### config.mk
export PLATFORM = sky130hd
export DESIGN_NAME = fpio_tx_shifter
export DESIGN_NICKNAME = d
export VERILOG_FILES = /design/src/rtl/fpio_pkg.sv /design/src/rtl/fpio_bit_timer.sv /design/src/rtl/fpio_tx_shifter.sv
export SDC_FILE = /design/constraint.sdc
export NUM_CORES = 1
export LEC_CHECK = 0
export CAP_MARGIN = 20
export CORE_ASPECT_RATIO = 1.25
export CORE_MARGIN = 2
export CORE_UTILIZATION = 59
export CTS_BUF_LIST = sky130_fd_sc_hd__clkbuf_4
export CTS_CLUSTER_DIAMETER = 150
export DETAILED_ROUTE_END_ITERATION = 6
export PLACE_DENSITY_LB_ADDON = 0.05
export RECOVER_POWER = 100
export SYNTH_ARGS = -nofsm -noshare
export SYNTH_HDL_FRONTEND = slang
export SYNTH_SLANG_ARGS = --single-unit
### constraint.sdc
create_clock -name clk -period 6.65 [get_ports clk]
set_input_delay 1.33 -clock clk [delete_from_list [all_inputs] [get_ports clk]]
set_output_delay 1.33 -clock clk [all_outputs]
set_load 0.005 [all_outputs]
### src/rtl/fpio_pkg.sv
// Shared fpio types and constants: transmit-shifter state encoding and default word width.
`timescale 1ns/1ps
package fpio_pkg;

  localparam int FPIO_DATA_WIDTH = 8;

  typedef enum logic [0:0] {
    IDLE  = 1'b0,
    SHIFT = 1'b1
  } fpio_tx_state_e;

  // Counter width for values 0..n-1, never narrower than one bit.
  function automatic int fpio_cnt_width(input int n);
    return (n > 1) ? $clog2(n) : 1;
  endfunction

endpackage

### src/rtl/fpio_bit_timer.sv
// Half-period timer: counts div_q+1 cycles per half bit and toggles phase at each half end.
`timescale 1ns/1ps
module fpio_bit_timer #(
  parameter int DIV_BITS = 16
) (
  input  logic                clk,
  input  logic                rst,
  input  logic                start,
  input  logic                run,
  input  logic [DIV_BITS-1:0] div_q,
  output logic                half_end,
  output logic                phase
);

  logic [DIV_BITS-1:0] half_cnt_q, half_cnt_d;
  logic                phase_q, phase_d;

  assign half_end = run && (half_cnt_q == div_q);
  assign phase    = phase_q;

  // A start coincides with the final half_end on back-to-back bytes and must win.
  always_comb begin
    half_cnt_d = half_cnt_q;
    phase_d    = phase_q;
    if (start) begin
      half_cnt_d = '0;
      phase_d    = 1'b0;
    end else if (half_end) begin
      half_cnt_d = '0;
      phase_d    = ~phase_q;
    end else if (run) begin
      half_cnt_d = half_cnt_q + 1'b1;
    end
  end

  always_ff @(posedge clk) begin
    if (rst) begin
      half_cnt_q <= '0;
      phase_q    <= 1'b0;
    end else begin
      half_cnt_q <= half_cnt_d;
      phase_q    <= phase_d;
    end
  end

endmodule

### src/rtl/fpio_tx_shifter.sv
// Pops bytes from a show-ahead FIFO and shifts them out on pio_d with a generated shift
// clock and frame strobe; consecutive bytes stream without idle cycles.
`timescale 1ns/1ps
module fpio_tx_shifter
  import fpio_pkg::*;
#(
  parameter int DATA_WIDTH = FPIO_DATA_WIDTH,
  parameter int DIV_BITS   = 16,
  parameter int MSB_FIRST  = 0,
  parameter bit IDLE_LEVEL = 1'b1
) (
  input  logic                  clk,
  input  logic                  rst,
  input  logic                  en,
  input  logic [DIV_BITS-1:0]   divisor,
  input  logic                  fifo_valid,
  input  logic [DATA_WIDTH-1:0] fifo_data,
  output logic                  fifo_rd,
  output logic                  pio_d,
  output logic                  pio_clk,
  output logic                  pio_frame,
  output logic                  busy,
  output logic                  byte_done
);

  localparam int BIT_W = fpio_cnt_width(DATA_WIDTH);
  localparam logic [BIT_W-1:0] LAST_BIT = BIT_W'(DATA_WIDTH - 1);

  fpio_tx_state_e        state_q;
  logic [DATA_WIDTH-1:0] shift_q;
  logic [DATA_WIDTH-1:0] shift_next;
  logic [DIV_BITS-1:0]   div_q;
  logic [BIT_W-1:0]      bit_cnt_q;
  logic                  pio_d_q;
  logic                  pio_frame_q;

  logic half_end;
  logic phase;
  logic bit_end;
  logic byte_end;
  logic load;
  logic load_bit;
  logic next_bit;

  generate
    if (MSB_FIRST != 0) begin : g_msb_first
      assign shift_next = shift_q << 1;
      assign load_bit   = fifo_data[DATA_WIDTH-1];
      assign next_bit   = shift_next[DATA_WIDTH-1];
    end else begin : g_lsb_first
      assign shift_next = shift_q >> 1;
      assign load_bit   = fifo_data[0];
      assign next_bit   = shift_next[0];
    end
  endgenerate

  assign bit_end  = (state_q == SHIFT) && half_end && phase;
  assign byte_end = bit_end && (bit_cnt_q == LAST_BIT);

  // A pop happens from IDLE or in the last cycle of a byte, never while in reset.
  assign load = !rst && en && fifo_valid && ((state_q == IDLE) || byte_end);

  fpio_bit_timer #(
    .DIV_BITS(DIV_BITS)
  ) u_bit_timer (
    .clk      (clk),
    .rst      (rst),
    .start    (load),
    .run      (state_q == SHIFT),
    .div_q    (div_q),
    .half_end (half_end),
    .phase    (phase)
  );

  always_ff @(posedge clk) begin
    if (rst) begin
      state_q     <= IDLE;
      shift_q     <= '0;
      div_q       <= '0;
      bit_cnt_q   <= '0;
      pio_d_q     <= IDLE_LEVEL;
      pio_frame_q <= 1'b0;
    end else begin
      if (load) begin
        state_q     <= SHIFT;
        shift_q     <= fifo_data;
        div_q       <= divisor;
        bit_cnt_q   <= '0;
        pio_d_q     <= load_bit;
        pio_frame_q <= 1'b1;
      end else begin
        case (state_q)
          IDLE: begin
            pio_d_q     <= IDLE_LEVEL;
            pio_frame_q <= 1'b0;
          end
          SHIFT: begin
            if (byte_end) begin
              state_q     <= IDLE;
              bit_cnt_q   <= '0;
              pio_d_q     <= IDLE_LEVEL;
              pio_frame_q <= 1'b0;
            end else if (bit_end) begin
              shift_q   <= shift_next;
              bit_cnt_q <= bit_cnt_q + 1'b1;
              pio_d_q   <= next_bit;
            end
          end
          default: state_q <= IDLE;
        endcase
      end
    end
  end

  assign fifo_rd   = load;
  assign pio_d     = pio_d_q;
  assign pio_clk   = phase;
  assign pio_frame = pio_frame_q;
  assign busy      = (state_q != IDLE);
  assign byte_done = byte_end;

endmodule

==> results.tsv <==
stage	metric	value	unit
outcome	outcome	completed	
critical_path	crit_chain	dlygate4sd3_1 -> or3_1 -> nor4_1 -> a21oi_1 -> inv_1 -> dlygate4sd3_1	
logic_synthesis	ys_warn_count	0	
timing	maxSlewViolCount	0	
logic_synthesis	synth_top_area_share	44.2	%
global_route	grt_pass1_wl	6720	um
cells_and_area	nets	303	
timing	setup_tns	0	ps
logic_synthesis	async_reset_ff_share	0	%
timing	fmax	168	MHz
power	swShare	25.0	%
timing	fin_crit	5940	ps
power	combPwrFrac	11.5	%
logic_synthesis	ys.flop_type	dfxtp_1	
logic_synthesis	synth_area_leader_cell	dfxtp_1	
logic_synthesis	syn-instance-count	242	
global_route	grt_max_degree	39	
timing	fin_ws	707	ps
clock_tree	cts-htree-levels	2	
floorplanning	die_area	4030	um^2
critical_path	crit_arrival	4610	ps
timing	skew	11.8	ps
power	ir_drop	0.000161	V
clock_tree	clk_latency	350	ps
logic_synthesis	ys_seq_area_share	44.2	%
logic_synthesis	yosysMostFrequentCell	dfxtp_1	
clock_tree	hold_buffers	0	
floorplanning	ioPinCount	34	
timing	holdWs	470	ps
global_route	first_global_vias	1544	
global_route	antenna_found_initial	0	
detailed_routing	drt-met1-wl	1780	um
timing	maxSlewHeadroom	33.4	%
cells_and_area	final_cells	312	
power	p_sw	0.119	mW
logic_synthesis	yosysUniqueCellTypes	39	
clock_tree	cts_tree	built	
place	place_hpwl	2970	um
logic_synthesis	synth_edf_count	0	
logic_synthesis	synth.area.top_cells	dfxtp_1 (44%), xnor2_1 (8.0%), nand2_1 (7.9%), xor2_1 (4.2%), nor2_1 (4.0%)	
detailed_routing	ant_nets	0	
critical_path	cpPeakStageDelay	790	ps
detailed_routing	drt-initial-drc-count	59	
detailed_routing	wl_per_cell	12.9	um
logic_synthesis	yosys-top-cells-count	dfxtp_1 (46), nand2_1 (44), nor2_1 (22)	
hold_path	hold_class	reg -> reg	
detailed_routing	highest_layer	met4	
critical_path	cp_top_family	buffers and inverters	
hold_path	min_path_cells	2	
detailed_routing	vias	1682	
critical_path	worst-path-buf-inv	3	
hold_path	hold_end	pio_frame	
cells_and_area	fillers	296	
critical_path	critPathKind	in -> out	
detailed_routing	wl	4010	um
logic_synthesis	synth_fp_nets	273	
hold_path	min_from	pio_frame	
place	placed_cells	304	
cells_and_area	drive_above_1_share	4.40	%
clock_tree	clk_pin_slew_worst_paths	130	ps
timing	worstMarginPinSlew	999	ps
power	sequentialPowerShare	61.4	%
critical_path	reg2reg_slack	3650	ps
run	cap_violations	0	
place	pre_cts_slack	1190	ps
critical_path	r2r_cells	9	
logic_synthesis	avgSynthCellArea	8.62	um^2
global_route	grt_use_total	21.5	%
power	power	0.477	mW
power	p_leak	0.923	nW
critical_path	cp-startpoint	rst	
critical_path	crit_path_max_fanout	38	
critical_path	r2r_start	bit_cnt_q[0]	
clock_tree	cts_sinks	46	
place	io_buffers	33	
power	p_per_area	195	nW/um^2
power	p_int	0.358	mW
detailed_routing	met2_length	2030	um
global_route	grt_overflow	0	
critical_path	critPathMostFrequentCell	dlygate4sd3_1	
clock_tree	clockRootBuffer	clkbuf_4	
logic_synthesis	syn_area	2090	um^2
floorplanning	die_w	57.2	um
place	gp_congestion	0.816	
critical_path	cp-start-kind	input pin	
floorplanning	rows	24	
detailed_routing	first_pass_iters	4	
timing	hold_viol_final	0	
floorplanning	start_util	60.9	%
clock_tree	cts_buffers	5	
critical_path	reg2reg_to	div_q[11]	
cells_and_area	diodes	0	
critical_path	end_kind	output port	
floorplanning	core	3420	um^2
timing	setup_violations	0	
logic_synthesis	synth-seq-cells	46	
detailed_routing	wl_met3	130	um
timing	period_share	89.4	%
floorplanning	die_h	70.5	um
critical_path	required	5320	ps
clock_tree	cts_setup_buffers	0	
clock_tree	cts-resized-gates	0	
detailed_routing	via_per_inst	5.39	
detailed_routing	drc	0	
cells_and_area	synthToLayoutAreaGrowth	17.5	%
timing	rsz0062_at_grt	false	
power	pwr-share-clk	27.0	%
clock_tree	cts_buffer_depth	2	
critical_path	critical_path.slowest_cell	dlygate4sd3_1	
==> state kept, by name, indices dropped and copies added (netlist names) <==
register                flops
u_bit_timer.half_cnt_q     16
pio_frame                   1
bit_cnt_q                   3
div_q                      16
shift_q                     7
busy                        1
u_bit_timer.phase           1
pio_d                       1
==> cell type report <==
cell class                      instances  area, um^2  share of cell area (%)
Multi-Input combinational cell        179        1070                    43.7
Sequential cell                        46         921                    37.6
Timing Repair Buffer                   34         334                    13.6
Tap cell                               39        48.8                    1.99
Clock buffer                            6        45.0                    1.84
Inverter                                6        22.5                   0.919
Clock inverter                          2        8.76                   0.358
==> worst min-delay path: cells and delay by family (launching register included) <==
family,cells,cell delay [ps]
DFF,1,330
AOI/OAI and AO/OA,1,60
and+or+nand+nor,1,50
==> power by group through the flow <==
stage	sequential (mW)	combinational [mW]	clock (mW)
floorplan	0.297	0.0347	0
global placement	0.299	0.0574	0
finish	0.293	0.0550	0.129
detailed placement	0.299	0.0591	0
CTS	0.293	0.0594	0.132
global route	0.295	0.0610	0.142
==> through the flow <==
step                util, %  instance area [um^2]
detailed placement     70.7                  2420
CTS                    72.3                  2470
finish                 71.6                  2450
floorplan                 -                  2090
global placement       70.4                  2410
global route           71.6                  2450
==> layout by cell type (no fill, tap or decap), drive strengths merged, types with 2 or more instances in the layout <==
| cell type | netlist | routed |
|---|---|---|
| or3 | 2 | 2 |
| and2 | 2 | 2 |
| inv | 6 | 6 |
| clkinv | 0 | 2 |
| nand2 | 44 | 44 |
| o21ai | 24 | 24 |
| a21oi | 9 | 9 |
| mux2i | 8 | 8 |
| ha | 3 | 3 |
| and3 | 2 | 2 |
| xor2 | 10 | 10 |
| nand3 | 7 | 7 |
| nor4 | 3 | 3 |
| nor2 | 22 | 22 |
| nor2b | 2 | 2 |
| nor3 | 5 | 5 |
| clkbuf | 4 | 7 |
| clkdlybuf4s50 | 0 | 26 |
| a211oi | 2 | 2 |
| nand4 | 6 | 6 |
| xnor2 | 19 | 19 |
| dlygate4sd3 | 0 | 7 |
| dfxtp | 46 | 46 |
==> logic make-up after synthesis <==
| group | share of synthesized area [%] |
|---|---|
| adders and majority gates | 1.80 |
| AOI/OAI and AO/OA | 11.5 |
| DFF | 44.2 |
| xor gates and xnor gates | 12.2 |
| and+or+nand+nor | 22.7 |
| buffers and inverters | 3.78 |
| muxes | 3.84 |
==> worst max path at each step <==
| stage | end | slack (ps) | cells after the start |
|---|---|---|---|
| 6_report | fifo_rd | 710 | 6 |
| 5_1_grt | fifo_rd | 500 | 6 |
| 4_1_cts | fifo_rd | 1170 | 6 |
| 3_5_place_dp | fifo_rd | 1190 | 6 |
| 3_3_place_gp | fifo_rd | 1240 | 6 |
| 2_1_floorplan | fifo_rd | 2880 | 7 |
==> per-layer routing <==
metal / GRT usage [%] / vias to the layer above
li1: - / 880
met1: 26.0 / 766
met2: 35.8 / 28
met3: 6.11 / 8
met4: 8.01 / 0
met5: 0 / -
No activity file was read; power rests on OpenSTA's default activity.
